### config.mk
export PLATFORM = sky130hd
export DESIGN_NAME = ecpmultidly_flat
export DESIGN_NICKNAME = d
export VERILOG_FILES = /design/src/rtl/ecpmultidly_if.sv /design/src/rtl/ecpmultidly.sv /design/src/flat_wrapper.sv
export SDC_FILE = /design/constraint.sdc
export NUM_CORES = 1
export LEC_CHECK = 0
export CORE_UTILIZATION = 45
export DETAILED_ROUTE_END_ITERATION = 6
export GPL_ROUTABILITY_DRIVEN = 1
export PLACE_DENSITY_LB_ADDON = 0.1
export SLEW_MARGIN = 20
export SYNTH_ARGS = -nofsm -noshare
export SYNTH_HDL_FRONTEND = slang
export SYNTH_SLANG_ARGS = --single-unit
### constraint.sdc
create_clock -name i_clk -period 2.8 [get_ports i_clk]
set_clock_uncertainty 0.2 [all_clocks]
set_input_delay 0.28 -clock i_clk [delete_from_list [all_inputs] [get_ports i_clk]]
set_output_delay 0.28 -clock i_clk [all_outputs]
set_load 0.01 [all_outputs]
### src/rtl/ecpmultidly_if.sv
// Command, status and DELAYF control lines of the multi-group delay controller.
// The master drives commands and CFLAG feedback; the slave (the controller) drives MOVE/DIRECTION and status.
interface ecpmultidly_if #(
  parameter int NG    = 2,
  parameter int NP    = 4,
  parameter int NBITS = 7
);
  logic [NG*NBITS-1:0] i_commanded_delay;
  logic [NG-1:0]       i_resync;
  logic [NG*NP-1:0]    i_dly_cflag;
  logic [NG-1:0]       o_dly_move;
  logic [NG-1:0]       o_dly_direction;
  logic [NG*NBITS-1:0] o_current_delay;
  logic [NG-1:0]       o_syncd;
  logic [NG-1:0]       o_settled;
  logic [NG-1:0]       o_error;

  modport master (
    output i_commanded_delay, i_resync, i_dly_cflag,
    input  o_dly_move, o_dly_direction, o_current_delay, o_syncd, o_settled, o_error
  );

  modport slave (
    input  i_commanded_delay, i_resync, i_dly_cflag,
    output o_dly_move, o_dly_direction, o_current_delay, o_syncd, o_settled, o_error
  );
endinterface

### src/rtl/ecpmultidly.sv
// Controller for NG independent groups of ECP5 DELAYF elements: zeroes each group
// against CFLAG, then steps MOVE/DIRECTION one tap per strobe pair toward the commanded tap.
module ecpmultidly #(
  parameter int NG     = 2,
  parameter int NP     = 4,
  parameter int NBITS  = 7,
  parameter int MAXTAP = 127,
  parameter int CKDIV  = 2
) (
  input  logic         i_clk,
  input  logic         i_reset,
  ecpmultidly_if.slave bus
);

  typedef enum logic [1:0] {ZERO, IDLE, STEP} state_t;

  localparam logic [NBITS-1:0] MAX_TAP = NBITS'(MAXTAP);

  logic [CKDIV-1:0] stb_cnt;
  logic             ck_stb;

  // NOTE: sequential state uses non-blocking assignments and an asynchronous reset branch first.
  always_ff @(posedge i_clk or posedge i_reset) begin
    if (i_reset) stb_cnt <= '0;
    else         stb_cnt <= stb_cnt + 1'b1;
  end

  assign ck_stb = &stb_cnt;

  for (genvar g = 0; g < NG; g++) begin : g_grp
    state_t           state, state_nx;
    logic             move, move_nx;
    logic             dir, dir_nx;        // 1 = DOWN
    logic             maxed, maxed_nx;
    logic             syncd, syncd_nx;
    logic             err, err_nx;
    logic             pend, pend_nx;
    logic [NBITS-1:0] cur, cur_nx;
    logic [NBITS-1:0] cmd, target;
    logic [NP-1:0]    cflag;
    logic             all_hi, all_lo;

    assign cmd    = bus.i_commanded_delay[g*NBITS +: NBITS];
    assign target = (cmd > MAX_TAP) ? MAX_TAP : cmd;
    assign cflag  = bus.i_dly_cflag[g*NP +: NP];
    assign all_hi = &cflag;
    assign all_lo = ~|cflag;

    always_ff @(posedge i_clk or posedge i_reset) begin
      if (i_reset) begin
        state <= ZERO;
        move  <= 1'b0;
        dir   <= 1'b1;
        maxed <= 1'b0;
        syncd <= 1'b0;
        err   <= 1'b0;
        pend  <= 1'b0;
        cur   <= '0;
      end else begin
        state <= state_nx;
        move  <= move_nx;
        dir   <= dir_nx;
        maxed <= maxed_nx;
        syncd <= syncd_nx;
        err   <= err_nx;
        pend  <= pend_nx;
        cur   <= cur_nx;
      end
    end

    // NOTE: every combinational output is given its hold value first so no path infers a latch.
    always_comb begin
      state_nx = state;
      move_nx  = move;
      dir_nx   = dir;
      maxed_nx = maxed;
      syncd_nx = syncd;
      err_nx   = err;
      pend_nx  = pend | bus.i_resync[g];
      cur_nx   = cur;

      case (state)
        ZERO: begin
          // Walk DOWN until every lane reports it hit tap 0; resync requests are moot here.
          dir_nx  = 1'b1;
          pend_nx = 1'b0;
          if (ck_stb) begin
            if (!move) begin
              move_nx = 1'b1;
            end else begin
              move_nx = 1'b0;
              if (all_hi) begin
                syncd_nx = 1'b1;
                cur_nx   = '0;
                maxed_nx = 1'b0;
                state_nx = IDLE;
              end
            end
          end
        end

        IDLE: begin
          // Direction is settled off-strobe so it is stable a full clock before MOVE rises.
          if (!ck_stb && !move) dir_nx = (cur > target);
          if (ck_stb && !move) begin
            if (pend) begin
              syncd_nx = 1'b0;
              pend_nx  = 1'b0;
              state_nx = ZERO;
            end else if ((cur != target) && !(!dir && maxed)) begin
              move_nx  = 1'b1;
              state_nx = STEP;
            end
          end
        end

        STEP: begin
          if (ck_stb) begin
            move_nx  = 1'b0;
            state_nx = IDLE;
            if (!all_hi && !all_lo) begin
              err_nx   = 1'b1;
              syncd_nx = 1'b0;
              state_nx = ZERO;
            end else if (dir) begin
              cur_nx   = (cur == '0) ? '0 : cur - 1'b1;
              maxed_nx = 1'b0;
            end else if (all_lo) begin
              cur_nx = cur + 1'b1;
            end else begin
              maxed_nx = 1'b1;
            end
          end
        end

        default: state_nx = ZERO;
      endcase
    end

    assign bus.o_dly_move[g]                        = move;
    assign bus.o_dly_direction[g]                   = dir;
    assign bus.o_current_delay[g*NBITS +: NBITS]    = syncd ? cur : '0;
    assign bus.o_syncd[g]                           = syncd;
    assign bus.o_error[g]                           = err;
    assign bus.o_settled[g] = syncd && !move &&
                              ((cur == target) || (maxed && (target > cur)));
  end

endmodule

### src/flat_wrapper.sv
// flat-port wrapper written by rule: the top's interface ports become plain ports
module ecpmultidly_flat 
#(
  parameter int NG     = 2,
  parameter int NP     = 4,
  parameter int NBITS  = 7,
  parameter int MAXTAP = 127,
  parameter int CKDIV  = 2
)
  (i_clk, i_reset, bus_i_commanded_delay, bus_i_resync, bus_i_dly_cflag, bus_o_dly_move, bus_o_dly_direction, bus_o_current_delay, bus_o_syncd, bus_o_settled, bus_o_error);
  ecpmultidly_if #(.NG(NG), .NP(NP), .NBITS(NBITS)) bus_i ();
  input  logic i_clk;
  input  logic i_reset;
  input wire logic [$bits(bus_i.i_commanded_delay)-1:0] bus_i_commanded_delay;
  input wire logic [$bits(bus_i.i_resync)-1:0] bus_i_resync;
  input wire logic [$bits(bus_i.i_dly_cflag)-1:0] bus_i_dly_cflag;
  output wire logic [$bits(bus_i.o_dly_move)-1:0] bus_o_dly_move;
  output wire logic [$bits(bus_i.o_dly_direction)-1:0] bus_o_dly_direction;
  output wire logic [$bits(bus_i.o_current_delay)-1:0] bus_o_current_delay;
  output wire logic [$bits(bus_i.o_syncd)-1:0] bus_o_syncd;
  output wire logic [$bits(bus_i.o_settled)-1:0] bus_o_settled;
  output wire logic [$bits(bus_i.o_error)-1:0] bus_o_error;
  assign bus_i.i_commanded_delay = bus_i_commanded_delay;
  assign bus_i.i_resync = bus_i_resync;
  assign bus_i.i_dly_cflag = bus_i_dly_cflag;
  assign bus_o_dly_move = bus_i.o_dly_move;
  assign bus_o_dly_direction = bus_i.o_dly_direction;
  assign bus_o_current_delay = bus_i.o_current_delay;
  assign bus_o_syncd = bus_i.o_syncd;
  assign bus_o_settled = bus_i.o_settled;
  assign bus_o_error = bus_i.o_error;
  ecpmultidly #(.NG(NG), .NP(NP), .NBITS(NBITS), .MAXTAP(MAXTAP), .CKDIV(CKDIV)) u_core (.i_clk(i_clk), .i_reset(i_reset), .bus(bus_i));
endmodule
# == Word-level counts from Yosys, hierarchy flattened ==
# Cells that the tools add are included.
# classes
addsub,5
magnitude_cmp,6
eq_ne,36
mux,95
bitwise_logic,2
reduce_logical,56
# op_table
operator,count
$mux 7,20
$mux 1,47
$ne 2x1->1 const B,18
$gt 7x7->1,4
$mux 2,14
$pmux 7 s2,2
$reduce_and 7->1,4
$reduce_and 6->1,4
$logic_and 1x1->1,16
$reduce_and 4->1,4
$reduce_and 8->1,2
$add 7x1->7 const B,2
$eq 7x7->1,2
$gt 7x7->1 const B,2
$logic_not 7->1,2
$ne 7x7->1,2
$sub 7x1->7 const B,2
$ne 3x1->1 const B,4
$pmux 1 s2,6
$pmux 1 s3,4
$pmux 2 s3,2
$logic_not 1->1,9
$ne 2x2->1 const B,4
$reduce_bool 2->1,4
other kinds (10),20
# word_totals
ff_bits,32
inputBits,26
output_inout_bits,24
word_cells,217

# == Longest topological paths before layout ==
# logic_depth
depth_word,8
ltp_mapped,8
mapped_depth_nobuf,7

# == Least setup slack after synthesis ==
# OpenSTA, ideal clock, no wires.
# synth_path
kind,register to register
from,register u_core.g_grp[1].dir
to,register u_core.g_grp[1].cur[5]
setup_ps,124
arrival_time_ps,1941
required_ps,2476
slack_ps,535
stages_incl_launch_ff,8
n_path_buf,2
synth_period_minus_slack_ps,2265
path_cell_list,dfstp_2 > clkbuf_1 > or4b_2 > o2bb2ai_2 > or4b_1 > buf_2 > or3_1 > nand3_1
# synth_via
elab_chain_len,4
elab_cells_between_ends,6
# synth_lines
item,line,text
from (decl),ecpmultidly.sv:33,"logic dir, dir_nx;"
from (signal assigned),ecpmultidly.sv:62,dir <= dir_nx;
$mux 7,ecpmultidly.sv:125,end else if (dir) begin
$mux 7,ecpmultidly.sv:121,if (!all_hi && !all_lo) begin
$mux 7,ecpmultidly.sv:118,if (ck_stb) begin
$pmux 7 s2,ecpmultidly.sv:82,case (state)
to (signal assigned),ecpmultidly.sv:67,cur <= cur_nx;
to (decl),ecpmultidly.sv:38,"logic [NBITS-1:0] cur, cur_nx;"
# Parallel ways exist; a longest one is shown, timed or not. The select of a mux whose other input is x is not followed.
# A chain may end at the register's enable or synchronous reset.

# == Worst setup path after layout ==
# layout_path
from,input port bus_i_commanded_delay[5]
to,output port bus_o_settled[0]
# layout_via
elab_chain_len,6
elab_cells_between_ends,7
# layout_lines
item,line,text
from (decl),flat_wrapper.sv:14,input wire logic [$bits(bus_i.i_commanded_delay)-1:0] bus_i_commanded_delay;
$gt 7x7->1,ecpmultidly.sv:44,assign target = (cmd > MAX_TAP) ? MAX_TAP : cmd;
$mux 7 (*),ecpmultidly.sv:44,
$gt 7x7->1,ecpmultidly.sv:146,((cur == target) || (maxed && (target > cur)));
$logic_and 1x1->1,ecpmultidly.sv:146,
$logic_or 1x1->1 (*),ecpmultidly.sv:146,
$logic_and 1x1->1 (*),ecpmultidly.sv:145,assign bus.o_settled[g] = syncd && !move &&
to (decl),flat_wrapper.sv:21,output wire logic [$bits(bus_i.o_settled)-1:0] bus_o_settled;
# Mark *: on every way between the ends. The rest lies on a longest branch, timed or not.

==> flow_metrics.tcl <==
set metrics [dict create \
    max_freq_mhz 369 \
    startpoint "bus_i_commanded_delay[5]" \
    final.setup.tns_ns 0 \
    drv_cap 0 \
    cp.depth 8 \
    io_buffers 49 \
    path_buf_inv 3 \
    place_ws_ns -0.201 \
    synth_common_cells "inv_1, dfrtp_1, ha_1" \
    path_max_fanout 3 \
    fin_util_pct 59.7 \
    cts-root-buf "clkbuf_8" \
    synth-async-reset-ratio_pct 100 \
    wl_met2_mm 3.01 \
    worst_slack_ns 0.0877 \
    cp_top_family "compound AO/OA/AOI/OAI gates" \
    peakVddDrop_v 0.000481 \
    period_needed_ns 2.71 \
    reg2reg_to "u_core.g_grp[1].cur[4]" \
    synth_top_area_share_pct 28.5 \
    fp.dieW_microns 78.5 \
    grt_max_degree 33 \
    syn2layout_area_growth_pct 26.3 \
    vias 2453 \
    layout.cells.non_filler 443 \
    synthesis.area_sq_um 2640 \
    arrival_ns 2.23 \
    clock_sinks 32 \
    crit_required_ns 2.32 \
    cts_buffers 5 \
    num_rows 27 \
    yosysMostFrequentCell "inv_1" \
    yosysTopAreaCell "dfrtp_1" \
    power_leakage_nw 1.57 \
    cp_slowest_cell "clkdlybuf4s50_1" \
    ys_types 54 \
    hold_viol_final 0 \
    antenna_found_initial 0 \
    cts.reportedPaths.clkPinSlew_ns 0.07 \
    syn_nets 370 \
    rsz0062_at_grt "false" \
    antenna_cells 0 \
    setup_viol 0 \
    synth.area.top_cells "dfrtp_1, ha_1, inv_1" \
    maxSlewViolCount 0 \
    dieHeight_microns 78.5 \
    grt_pass1_wl_mm 10.9 \
    place_inst 435 \
    fin_crit_sh_pct 96.9 \
    core-area_sq_um 5570 \
    htreeDepth 2 \
    drt_iter0_markers 118 \
    first_global_vias 2339 \
    cp-start-kind "input port" \
    reg2reg_slack_ns 0.35 \
    relSlewSlack_pct 55.2 \
    synth_flop_cell "dfrtp_1" \
    wl_met3_microns 314 \
    io_pins 50 \
    ys_seq_area_share_pct 30.5 \
    finalPower_mw 2.37 \
    cp_cell_sequence "clkdlybuf4s50_1 -> inv_1 -> ha_1 -> and3_1 -> a221o_1 -> a31oi_2 -> a41o_1 -> clkdlybuf4s15_1" \
    num-nets-final 426 \
    die_area_sq_um 6170 \
    gp_congestion 0.869 \
    drtAntennaViolNets 0 \
    grt_use_total_pct 22.3 \
    wl_mm 6.27 \
    worst_pin_slew_ns 0.655 \
    syn_inst 315 \
    drive_gt1_share_pct 9.70 \
    first_pass_iters 4 \
    synth_edf_count 0 \
    top_layer_used "met4" \
    clockBufferDepth 2 \
    outcome "finished, final reports clean" \
    m1WireLength_mm 2.84 \
    cp_slowest_stage_delay_ns 0.45 \
    drt-wirelength-per-cell_microns 14.2 \
    p_per_area_nw_per_um2 713 \
    synth_seq_cells 32 \
    cp-end-kind "primary output" \
    grt_overflow 0 \
    cts_tree "built" \
    worst-setup-path-type "input port to primary output" \
    ys_warn_count 0 \
    reg2regPathDepth 7 \
    start_util_pct 47.3 \
    min_path_type "input port to async pin" \
    timing.rr.start "u_core.g_grp[1].cur[0]" \
    vias_per_cell 5.54 \
    n_fill_cell 511 \
    drc 0 \
    clk_latency_ns 0.29 \
    hpwl_mm 4.71 \
    endpoint "bus_o_settled[0]" \
    avgSynthCellArea_sq_um 8.37 \
]
-- layout by cell type, fill, tap and decap left out, types with 6 or more instances in the layout --
master / count
a21oi_1: 12
and2_1: 11
buf_4: 16
clkdlybuf4s50_1: 47
dfrtp_1: 29
ha_1: 29
inv_1: 36
nand2_1: 23
nand3_1: 11
nor2_1: 17
nor2b_1: 8
nor3_1: 9
o21ai_0: 23
o31ai_1: 6
-- stage by stage --
step / hold WS (ns) / cell area [sq um]
final: 0.184 / 3330
after global routing: 0.261 / 3330
after CTS: 0.193 / 3320
after detailed placement: 0.219 / 3240
after global placement: 0.211 / 3240
after floorplan: 0.195 / 2640
-- logic make-up (layout without fill, tap and decap cells) --
| kind of cell | after synthesis | in the layout | synth area share, % |
|---|---|---|---|
| simple gates | 113 | 113 | 23.4 |
| compound gates | 80 | 80 | 20.3 |
| buf+inv | 52 | 108 | 8.59 |
| flops | 32 | 32 | 30.5 |
| fa+ha+maj | 29 | 29 | 13.8 |
| mux | 7 | 7 | 2.80 |
| xor+xnor | 2 | 2 | 0.665 |
-- layer usage --
metal  up-vias  global-route usage [%]
li1       1227                       -
met2        67                    37.9
met4         0                    8.33
met3         9                    4.30
met1      1150                    27.7
met5         -                       0
-- state kept, by name (all words and copies together), names as in the netlist --
register / count
u_core.g_grp.cur: 14
u_core.g_grp.syncd: 2
u_core.g_grp.dir: 2
u_core.g_grp.state: 4
u_core.g_grp.pend: 2
u_core.g_grp.maxed: 2
u_core.g_grp.err: 2
u_core.g_grp.move: 2
u_core.stb_cnt: 2
-- worst register-to-register path, stage by stage (launching register included) --
cell and delay, ns:
dfrtp_1 0.48, inv_1 0.14, ha_1 0.21, or3b_2 0.20, o2bb2ai_2 0.06, or4b_1 0.60, or3_1 0.39, nand3_1 0.09
-- power breakdown --
| part | total (mW) | internal, mW | switching [mW] |
|---|---|---|---|
| Combinational | 1.25 | 0.623 | 0.629 |
| Sequential | 0.769 | 0.600 | 0.169 |
| Clock | 0.351 | 0.169 | 0.182 |
| Total | 2.37 | 1.39 | 0.980 |
-- what timing repair did --
action	CTS	global route
setup endpoints to repair	2	1
buffers inserted	1	0
hold buffers	0	0
resized for setup	3	2
-- how the worst min path moves through the flow --
| stage | endpoint | slack [ns] | depth (start not counted) |
|---|---|---|---|
| 2_1_floorplan | u_core.g_grp[0].cur[0] | 0.19 | 1 |
| 3_3_place_gp | u_core.stb_cnt[0] | 0.21 | 1 |
| 3_5_place_dp | u_core.stb_cnt[0] | 0.22 | 1 |
| 4_1_cts | u_core.g_grp[0].err | 0.19 | 3 |
| 5_1_grt | u_core.stb_cnt[0] | 0.26 | 1 |
| 6_report | u_core.g_grp[0].err | 0.18 | 3 |
-- cell type report --
| type | count | area, sq um | area share (%) |
|---|---|---|---|
| multi-input cells | 231 | 1610 | 48.4 |
| flip-flops and latches | 32 | 805 | 24.2 |
| repair buffers | 65 | 609 | 18.3 |
| inverters | 36 | 135 | 4.06 |
| well taps | 72 | 90.1 | 2.71 |
| clock buffers | 6 | 72.6 | 2.18 |
| clock inverters | 1 | 5.00 | 0.150 |
Power figures use the tool's default switching activity.
